**config.mk**
```make
export PLATFORM = sky130hd
export DESIGN_NAME = uart_tx_cfg
export DESIGN_NICKNAME = d
export VERILOG_FILES = /design/src/rtl/uart_tx_cfg.sv
export SDC_FILE = /design/constraint.sdc
export NUM_CORES = 1
export LEC_CHECK = 0
export CAP_MARGIN = 20
export CORE_MARGIN = 2
export CORE_UTILIZATION = 54
export DETAILED_ROUTE_END_ITERATION = 8
export PLACE_DENSITY_LB_ADDON = 0.25
export RECOVER_POWER = 100
export REMOVE_ABC_BUFFERS = 1
export SYNTH_ARGS = -nofsm -noshare
export SYNTH_HDL_FRONTEND = slang
export SYNTH_SLANG_ARGS = --single-unit
```
**constraint.sdc**
```tcl
create_clock -name clk -period 2.35 [get_ports clk]
set_clock_uncertainty 0.2 [all_clocks]
set_input_delay 0.235 -clock clk [delete_from_list [all_inputs] [get_ports clk]]
set_output_delay 0.235 -clock clk [all_outputs]
set_load 0.02 [all_outputs]
```
**src/rtl/uart_tx_cfg.sv**
```systemverilog
// Runtime-configurable UART transmitter: start, 1..DBIT_MAX data bits LSB first, optional parity, 1/1.5/2 stop bits.
// Optional line-break support is compiled in with `define UART_TX_BREAK_EN (adds the tx_break input).
module uart_tx_cfg #(
  parameter int DBIT_MAX = 8,
  parameter int OS       = 16
) (
  input  logic                        clk,
  input  logic                        rst_n,
  input  logic                        s_tick,
  input  logic                        tx_start,
`ifdef UART_TX_BREAK_EN
  input  logic                        tx_break,
`endif
  input  logic [DBIT_MAX-1:0]         tx_din,
  input  logic [$clog2(DBIT_MAX)-1:0] cfg_dlen,
  input  logic [1:0]                  cfg_parity,
  input  logic [1:0]                  cfg_stop,
  output logic                        tx,
  output logic                        tx_busy,
  output logic                        tx_done
);

  localparam int DLW = $clog2(DBIT_MAX);
  localparam int TW  = $clog2(2 * OS);
  localparam logic [TW-1:0] T_BIT_LAST  = TW'(OS - 1);
  localparam logic [TW-1:0] T_HALF_LAST = TW'(OS + OS / 2 - 1);
  localparam logic [TW-1:0] T_TWO_LAST  = TW'(2 * OS - 1);

  typedef enum logic [2:0] {
    IDLE   = 3'd0,
    START  = 3'd1,
    DATA   = 3'd2,
    PARITY = 3'd3,
    STOP   = 3'd4
  } state_t;

  state_t                state_q, state_d;
  logic [TW-1:0]         tick_q, tick_d;
  logic [DLW-1:0]        bit_q, bit_d;
  logic [DBIT_MAX-1:0]   shreg_q, shreg_d;
  logic [DLW-1:0]        dlen_q, dlen_d;
  logic [1:0]            par_q, par_d;
  logic [1:0]            stop_q, stop_d;
  logic                  par_bit_q, par_bit_d;
  logic                  tx_q, tx_d;
  logic                  busy_q, busy_d;
  logic                  done_q, done_d;

  logic                  accept_s;
  logic                  par_en_s;
  logic [TW-1:0]         stop_last_s;
  logic [DBIT_MAX-1:0]   shreg_shift_s;

  // Parity over the first dlen+1 bits only; odd parity starts the fold at 1.
  function automatic logic parity_f(input logic [DBIT_MAX-1:0] data,
                                    input logic [DLW-1:0] dlen,
                                    input logic odd);
    logic acc;
    logic in_s;
    acc = odd;
    for (int i = 0; i < DBIT_MAX; i++) begin
      in_s = (i <= int'(dlen));
      acc  = acc ^ (data[i] & in_s);
    end
    return acc;
  endfunction

  // Side decodes: acceptance qualifier, parity enable and the last stop tick index.
  always_comb begin
`ifdef UART_TX_BREAK_EN
    accept_s = tx_start & ~tx_break;
`else
    accept_s = tx_start;
`endif
    par_en_s      = (par_q == 2'b01) || (par_q == 2'b10);
    shreg_shift_s = shreg_q >> 1;
    case (stop_q)
      2'b00:   stop_last_s = T_BIT_LAST;
      2'b01:   stop_last_s = T_HALF_LAST;
      default: stop_last_s = T_TWO_LAST;
    endcase
  end

  // Next-state and next-output logic; without s_tick every counter holds.
  always_comb begin
    state_d   = state_q;
    tick_d    = tick_q;
    bit_d     = bit_q;
    shreg_d   = shreg_q;
    dlen_d    = dlen_q;
    par_d     = par_q;
    stop_d    = stop_q;
    par_bit_d = par_bit_q;
    tx_d      = tx_q;
    busy_d    = busy_q;
    done_d    = 1'b0;
    case (state_q)
      IDLE: begin
        tx_d   = 1'b1;
        busy_d = 1'b0;
`ifdef UART_TX_BREAK_EN
        if (tx_break) begin
          tx_d   = 1'b0;
          busy_d = 1'b1;
        end else begin
          busy_d = 1'b0;
        end
`endif
        if (accept_s) begin
          shreg_d   = tx_din;
          dlen_d    = cfg_dlen;
          par_d     = cfg_parity;
          stop_d    = cfg_stop;
          par_bit_d = parity_f(tx_din, cfg_dlen, cfg_parity == 2'b10);
          tick_d    = {TW{1'b0}};
          bit_d     = {DLW{1'b0}};
          tx_d      = 1'b0;
          busy_d    = 1'b1;
          state_d   = START;
        end else begin
          state_d = IDLE;
        end
      end
      START: begin
        if (s_tick && (tick_q == T_BIT_LAST)) begin
          tick_d  = {TW{1'b0}};
          tx_d    = shreg_q[0];
          state_d = DATA;
        end else if (s_tick) begin
          tick_d = tick_q + TW'(1);
        end else begin
          tick_d = tick_q;
        end
      end
      DATA: begin
        if (s_tick && (tick_q == T_BIT_LAST)) begin
          tick_d = {TW{1'b0}};
          if (bit_q == dlen_q) begin
            tx_d    = par_en_s ? par_bit_q : 1'b1;
            state_d = par_en_s ? PARITY : STOP;
          end else begin
            bit_d   = bit_q + DLW'(1);
            shreg_d = shreg_shift_s;
            tx_d    = shreg_shift_s[0];
          end
        end else if (s_tick) begin
          tick_d = tick_q + TW'(1);
        end else begin
          tick_d = tick_q;
        end
      end
      PARITY: begin
        if (s_tick && (tick_q == T_BIT_LAST)) begin
          tick_d  = {TW{1'b0}};
          tx_d    = 1'b1;
          state_d = STOP;
        end else if (s_tick) begin
          tick_d = tick_q + TW'(1);
        end else begin
          tick_d = tick_q;
        end
      end
      STOP: begin
        tx_d = 1'b1;
        if (s_tick && (tick_q == stop_last_s)) begin
          tick_d  = {TW{1'b0}};
          busy_d  = 1'b0;
          done_d  = 1'b1;
          state_d = IDLE;
        end else if (s_tick) begin
          tick_d = tick_q + TW'(1);
        end else begin
          tick_d = tick_q;
        end
      end
      default: begin
        tx_d    = 1'b1;
        busy_d  = 1'b0;
        state_d = IDLE;
      end
    endcase
  end

  // State, shadow and output registers.
  always_ff @(posedge clk or negedge rst_n) begin
    if (!rst_n) begin
      state_q   <= IDLE;
      tick_q    <= {TW{1'b0}};
      bit_q     <= {DLW{1'b0}};
      shreg_q   <= {DBIT_MAX{1'b0}};
      dlen_q    <= {DLW{1'b0}};
      par_q     <= 2'b00;
      stop_q    <= 2'b00;
      par_bit_q <= 1'b0;
      tx_q      <= 1'b1;
      busy_q    <= 1'b0;
      done_q    <= 1'b0;
    end else begin
      state_q   <= state_d;
      tick_q    <= tick_d;
      bit_q     <= bit_d;
      shreg_q   <= shreg_d;
      dlen_q    <= dlen_d;
      par_q     <= par_d;
      stop_q    <= stop_d;
      par_bit_q <= par_bit_d;
      tx_q      <= tx_d;
      busy_q    <= busy_d;
      done_q    <= done_d;
    end
  end

  assign tx      = tx_q;
  assign tx_busy = busy_q;
  assign tx_done = done_q;

endmodule
```
Word level (Yosys, flattened, before mapping)

Cells that the tools add are included.

Reductions and logical operators: 14
Bitwise gates (word level): 16
Muxes and demuxes: 34
$lt $le $gt $ge: 7
Equal/unequal tests: 18
$add $sub $neg: 2

Operators with widths:

| cell                  | count |
|---|---|
| $mux W3               | 9 |
| $mux W8               | 3 |
| $mux W5               | 4 |
| $pmux W8 S2           | 1 |
| $pmux W3 S5           | 1 |
| $pmux W5 S3           | 1 |
| $ne A2 B2 Y1 const B  | 7 |
| $le A3 B3 Y1 const A  | 4 |
| $mux W1               | 11 |
| $pmux W5 S2           | 1 |
| $xor A1 B1 Y1         | 8 |
| $and A1 B1 Y1         | 7 |
| $eq A3 B2 Y1 const B  | 2 |
| $le A2 B3 Y1 const A  | 2 |
| $pmux W3 S2           | 1 |
| $reduce_and A2 Y1     | 3 |
| $add A5 B1 Y5 const B | 1 |
| $eq A5 B4 Y1 const B  | 1 |
| $eq A5 B5 Y1          | 1 |
| $reduce_and A5 Y1     | 1 |
| $eq A2 B1 Y1 const B  | 2 |
| $eq A2 B2 Y1 const B  | 2 |
| $pmux W1 S4           | 1 |
| $reduce_and A4 Y1     | 1 |
| 15 further kinds      | 16 |

Bits in registers: 30

Logic depth before layout (Yosys ltp)

Gate-level depths: netlist of run 1.

Depth in word-level cells: 9
Gate-level depth with buffers: 9
Depth with buffers taken out: 8

Worst setup path before layout of run 1

Ideal clock, no wire load.

Kind: flip-flop to flip-flop
Start point: reg tick_q[0]
End point: reg bit_q[0]
Arrival: 1848 ps
Cell stages (with the launch flop): 10
Path slack: 184 ps
Library setup time: 118 ps
Data required time: 2032 ps
Cells stage by stage: dfrtp_1 ha_1 and3_1 ha_1 and2_1 clkbuf_1 o22ai_1 buf_2 nor3_1 a21o_1

Word-level cells in the longest chain between the ends: 4

Ends and longest elaborated chain:

| what                               | line | source |
|---|---|---|
| start, declared                    | 38   | `logic [TW-1:0] tick_q, tick_d;` |
| start signal, assigned             | 188  | `tick_q <= {TW{1'b0}};` |
| start signal, assigned             | 200  | `tick_q <= tick_d;` |
| $eq A5 B4 Y1                       | 136  | `if (s_tick && (tick_q == T_BIT_LAST)) begin` |
| $logic_and A1 B1 Y1                | 136  |  |
| $ne A2 B2 Y1 (no source line)      | --   |  |
| $reduce_and A4 Y1 (no source line) | --   |  |
| end signal, assigned               | 189  | `bit_q <= {DLW{1'b0}};` |
| end signal, assigned               | 201  | `bit_q <= bit_d;` |
| end, declared                      | 39   | `logic [DLW-1:0] bit_q, bit_d;` |

Every way passes these cells.
A chain may end at the register's enable or synchronous reset.

Worst setup path in the final report of run 1

Same ends and word-level chain as after synthesis.

==> run_results.csv, run 1 <==
group,metric,value,unit
status,status,"complete, but fails checks",
status,violations,"capacitance limit, slew limit",
logic_synthesis,synth-edff-count,0,
drt,antenna_left,0,
power_and_ir_drop,total_power,0.00186,W
clocking,clock_sink_count,30,
finish,fin_area,2140,sq um
logic_synthesis,synth_common_cells,"41 x nand2_1, 29 x dfrtp_1, 14 x o21ai_0",
finish,final_core_util,69.1,%
clocking,numCtsBuffers,5,
power_and_ir_drop,p_sw,0.000692,W
logic_synthesis,ys.flop_type,"dfrtp_1",
sta,fin_crit_sh,96.5,%
placement,dp_hpwl,3010,um
power_and_ir_drop,p_seq_share,45.8,%
logic_synthesis,netlist_area,1800,sq um
placement,place_area,2070,sq um
placement,portBuffers,21,
floorplanning,core_area,3100,sq um
floorplanning,dieWidth,61.7,um
sta,slew_violations,31,
power_and_ir_drop,pwr_density_cell,867,nW/um^2
worst_setup_path,crit_type,"flop to flop",
clocking,path_clk_slew,110,ps
placement,routabilityCongestion,0.858,
logic_synthesis,yosysWarningCount,0,
global_route,antenna_found_initial,0,
clocking,cts_tree,"built",
drt,vias,1561,
logic_synthesis,synth_area_leader_cell,"dfrtp_1",
floorplanning,rows,20,
floorplanning,initial_utilization,57.9,%
power_and_ir_drop,ir_drop,532,uV
sta,finalSetupViolations,0,
worst_setup_path,critPathLaunchType,"flop",
sta,tightest_slew,1560,ps
worst_setup_path,crit_arrival,2290,ps
worst_setup_path,crit_required,2370,ps
power_and_ir_drop,clkPwrFrac,17.6,%
flow_run,cap_violations,1,
drt,wl_per_cell,15.0,um
finish,antenna_cells,0,
drt,viasPerCell,5.80,
drt,drt-met1-wl,1730,um
logic_synthesis,avgSynthCellArea,9.17,sq um
logic_synthesis,ys_seq_area_share,41.9,%
finish,layout.nets,246,
sta,min_period,2270,ps
global_route,grt_pass1_wl,6820,um
logic_synthesis,synth-seq-cells,30,
sta,hold_viol,0,
drt,top_layer,"met4",
drt,drcViolationCount,0,
power_and_ir_drop,p_leak,0.947,nW
logic_synthesis,yosysUniqueCellTypes,53,
drt,routed_wirelength,4030,um
clocking,cts_buffer_depth,2,
worst_hold_path,hold_class,"primary input to flop",
logic_synthesis,synth-async-reset-ratio,100,%
drt,route.met3.wl,232,um
logic_synthesis,post-synth-top-area-fraction,40.4,%
worst_setup_path,cp-end-kind,"flop",
drt,firstDrtPassIters,4,
power_and_ir_drop,p_int,0.00117,W
clocking,hold_buffers,0,
global_route,grt_overflow,0,
worst_setup_path,crit_fanout,21,
floorplanning,io_pins,22,
global_route,grt_max_degree,31,
drt,wl_met2,2030,um
global_route,grt_pass1_vias,1499,
finish,drive_gt1_share,10.7,%
finish,area_growth,19.3,%
power_and_ir_drop,swShare,37.2,%
floorplanning,die-area,3800,sq um
power_and_ir_drop,p_comb_share,36.6,%
sta,slew-limit-headroom,-4.33,%
drt,drtIter0Drc,99,
floorplanning,fp.dieH,61.7,um
logic_synthesis,yosysMostFrequentCell,"nand2_1",
clocking,ctsRootBufferMaster,"clkbuf_4",
sta,max_freq,441,MHz
clocking,h-tree-depth,2,
global_route,track_usage,24.6,%
sta,whs,262,ps
clocking,clk_latency,330,ps
logic_synthesis,synth_area_leaders,"dfrtp_1 40%, nand2_1 8.6%, mux2i_1 5.0%",
logic_synthesis,postSynthCellCount,196,
[timing repair]
action / in CTS / in global routing
setup endpoints to repair: 0 / 3
gates resized for setup: 0 / 1
setup buffers: 0 / 2
[worst max-delay path, cell delays in order (launching register included)]
cell and delay [ps]:
dfrtp_1 430, ha_1 240, and3_1 190, ha_1 200, and2_2 250, o22ai_1 270, buf_12 180, nor3_1 50
a21o_1 150
[state kept, by name (all words and copies together), names as in the netlist]
signal / count
dlen_q: 3
shreg_q: 8
par_q: 2
tick_q: 5
bit_q: 3
tx: 1
tx_busy: 1
tx_done: 1
stop_q: 2
par_bit_q: 1
state_q: 3
[through the flow]
step	worst slack, ps	cells	setup TNS (ps)
floorplan	-173	187	-1400
global placement	164	259	0
detailed placement	89.1	259	0
CTS	56.6	267	0
global route	-10.8	269	-16.4
finish	83.0	269	0
[final cells by class]
cell class | count | area [sq um]
multi-input combinational | 151 | 967
fill | 254 | 960
sequential | 30 | 752
timing repair buffer | 30 | 287
clock buffer | 7 | 55.1
tap | 44 | 55.1
inverter | 6 | 22.5
clock inverter | 1 | 5.00
[worst paths after layout]
kind / cells after the start / endpoint / slack (ps) / startpoint
setup reg to reg: 8 / bit_q[0] / 80 / tick_q[0]
setup / recovery: 8 / bit_q[0] / 80 / tick_q[0]
max in group asynchronous: 2 / tick_q[1] / 410 / rst_n
min in group asynchronous: 2 / tick_q[3] / 600 / rst_n
hold reg to reg: 1 / tx_busy / 290 / tx_busy
hold / removal: 3 / stop_q[1] / 260 / cfg_stop[1]
[layer usage]
layer,global-route usage [%],vias up
li1,-,758
met1,33.2,738
met2,39.4,59
met3,5.67,6
met4,7.29,0
met5,0,-
[placed cells by master, fill, tap and decap left out, types with 2 or more instances in the layout]
cell type	count
a21o_1	4
a21oi_1	3
a221o_1	2
a311oi_1	2
a31oi_1	2
buf_4	7
clkbuf_1	2
clkbuf_4	5
clkdlybuf4s50_1	17
dfrtp_1	29
dlygate4sd3_1	4
ha_1	3
inv_1	6
mux2i_1	9
nand2_1	41
nand3_1	2
nor2_1	9
nor2b_1	4
nor3_1	6
nor4_1	2
o21ai_0	14
o21ai_1	3
o22ai_1	3
o31ai_1	4
o32a_1	2
or2_2	2
or3_1	3
xor2_1	6
[power groups by stage]
stage                     sequential [W]  combinational, W  clock, W
after floorplan                 0.000844          0.000430         0
after global placement          0.000846          0.000638         0
after detailed placement        0.000863          0.000664         0
after CTS                       0.000851          0.000673  0.000329
after global routing            0.000868          0.000759  0.000366
final                           0.000851          0.000681  0.000327
[cell families (layout without fill, tap and decap cells)]
group / Yosys count / after routing / synth area share (%)
AOI/OAI and AO/OA: 50 / 50 / 19.3
DFF: 30 / 30 / 41.9
muxes: 9 / 9 / 5.01
and+or+nand+nor: 80 / 80 / 22.1
buffers and inverters: 15 / 44 / 4.39
adders and majority gates: 4 / 4 / 2.65
xor gates and xnor gates: 8 / 8 / 4.67
Note: power is estimated with default switching activity, not from simulation.
==> run 2, diff against run 1 <==
Settings changed: CTS_CLUSTER_SIZE from default to 10.
==> results of run 2 <==
No change in the layout: final DEF, timing and power equal those of run 1.
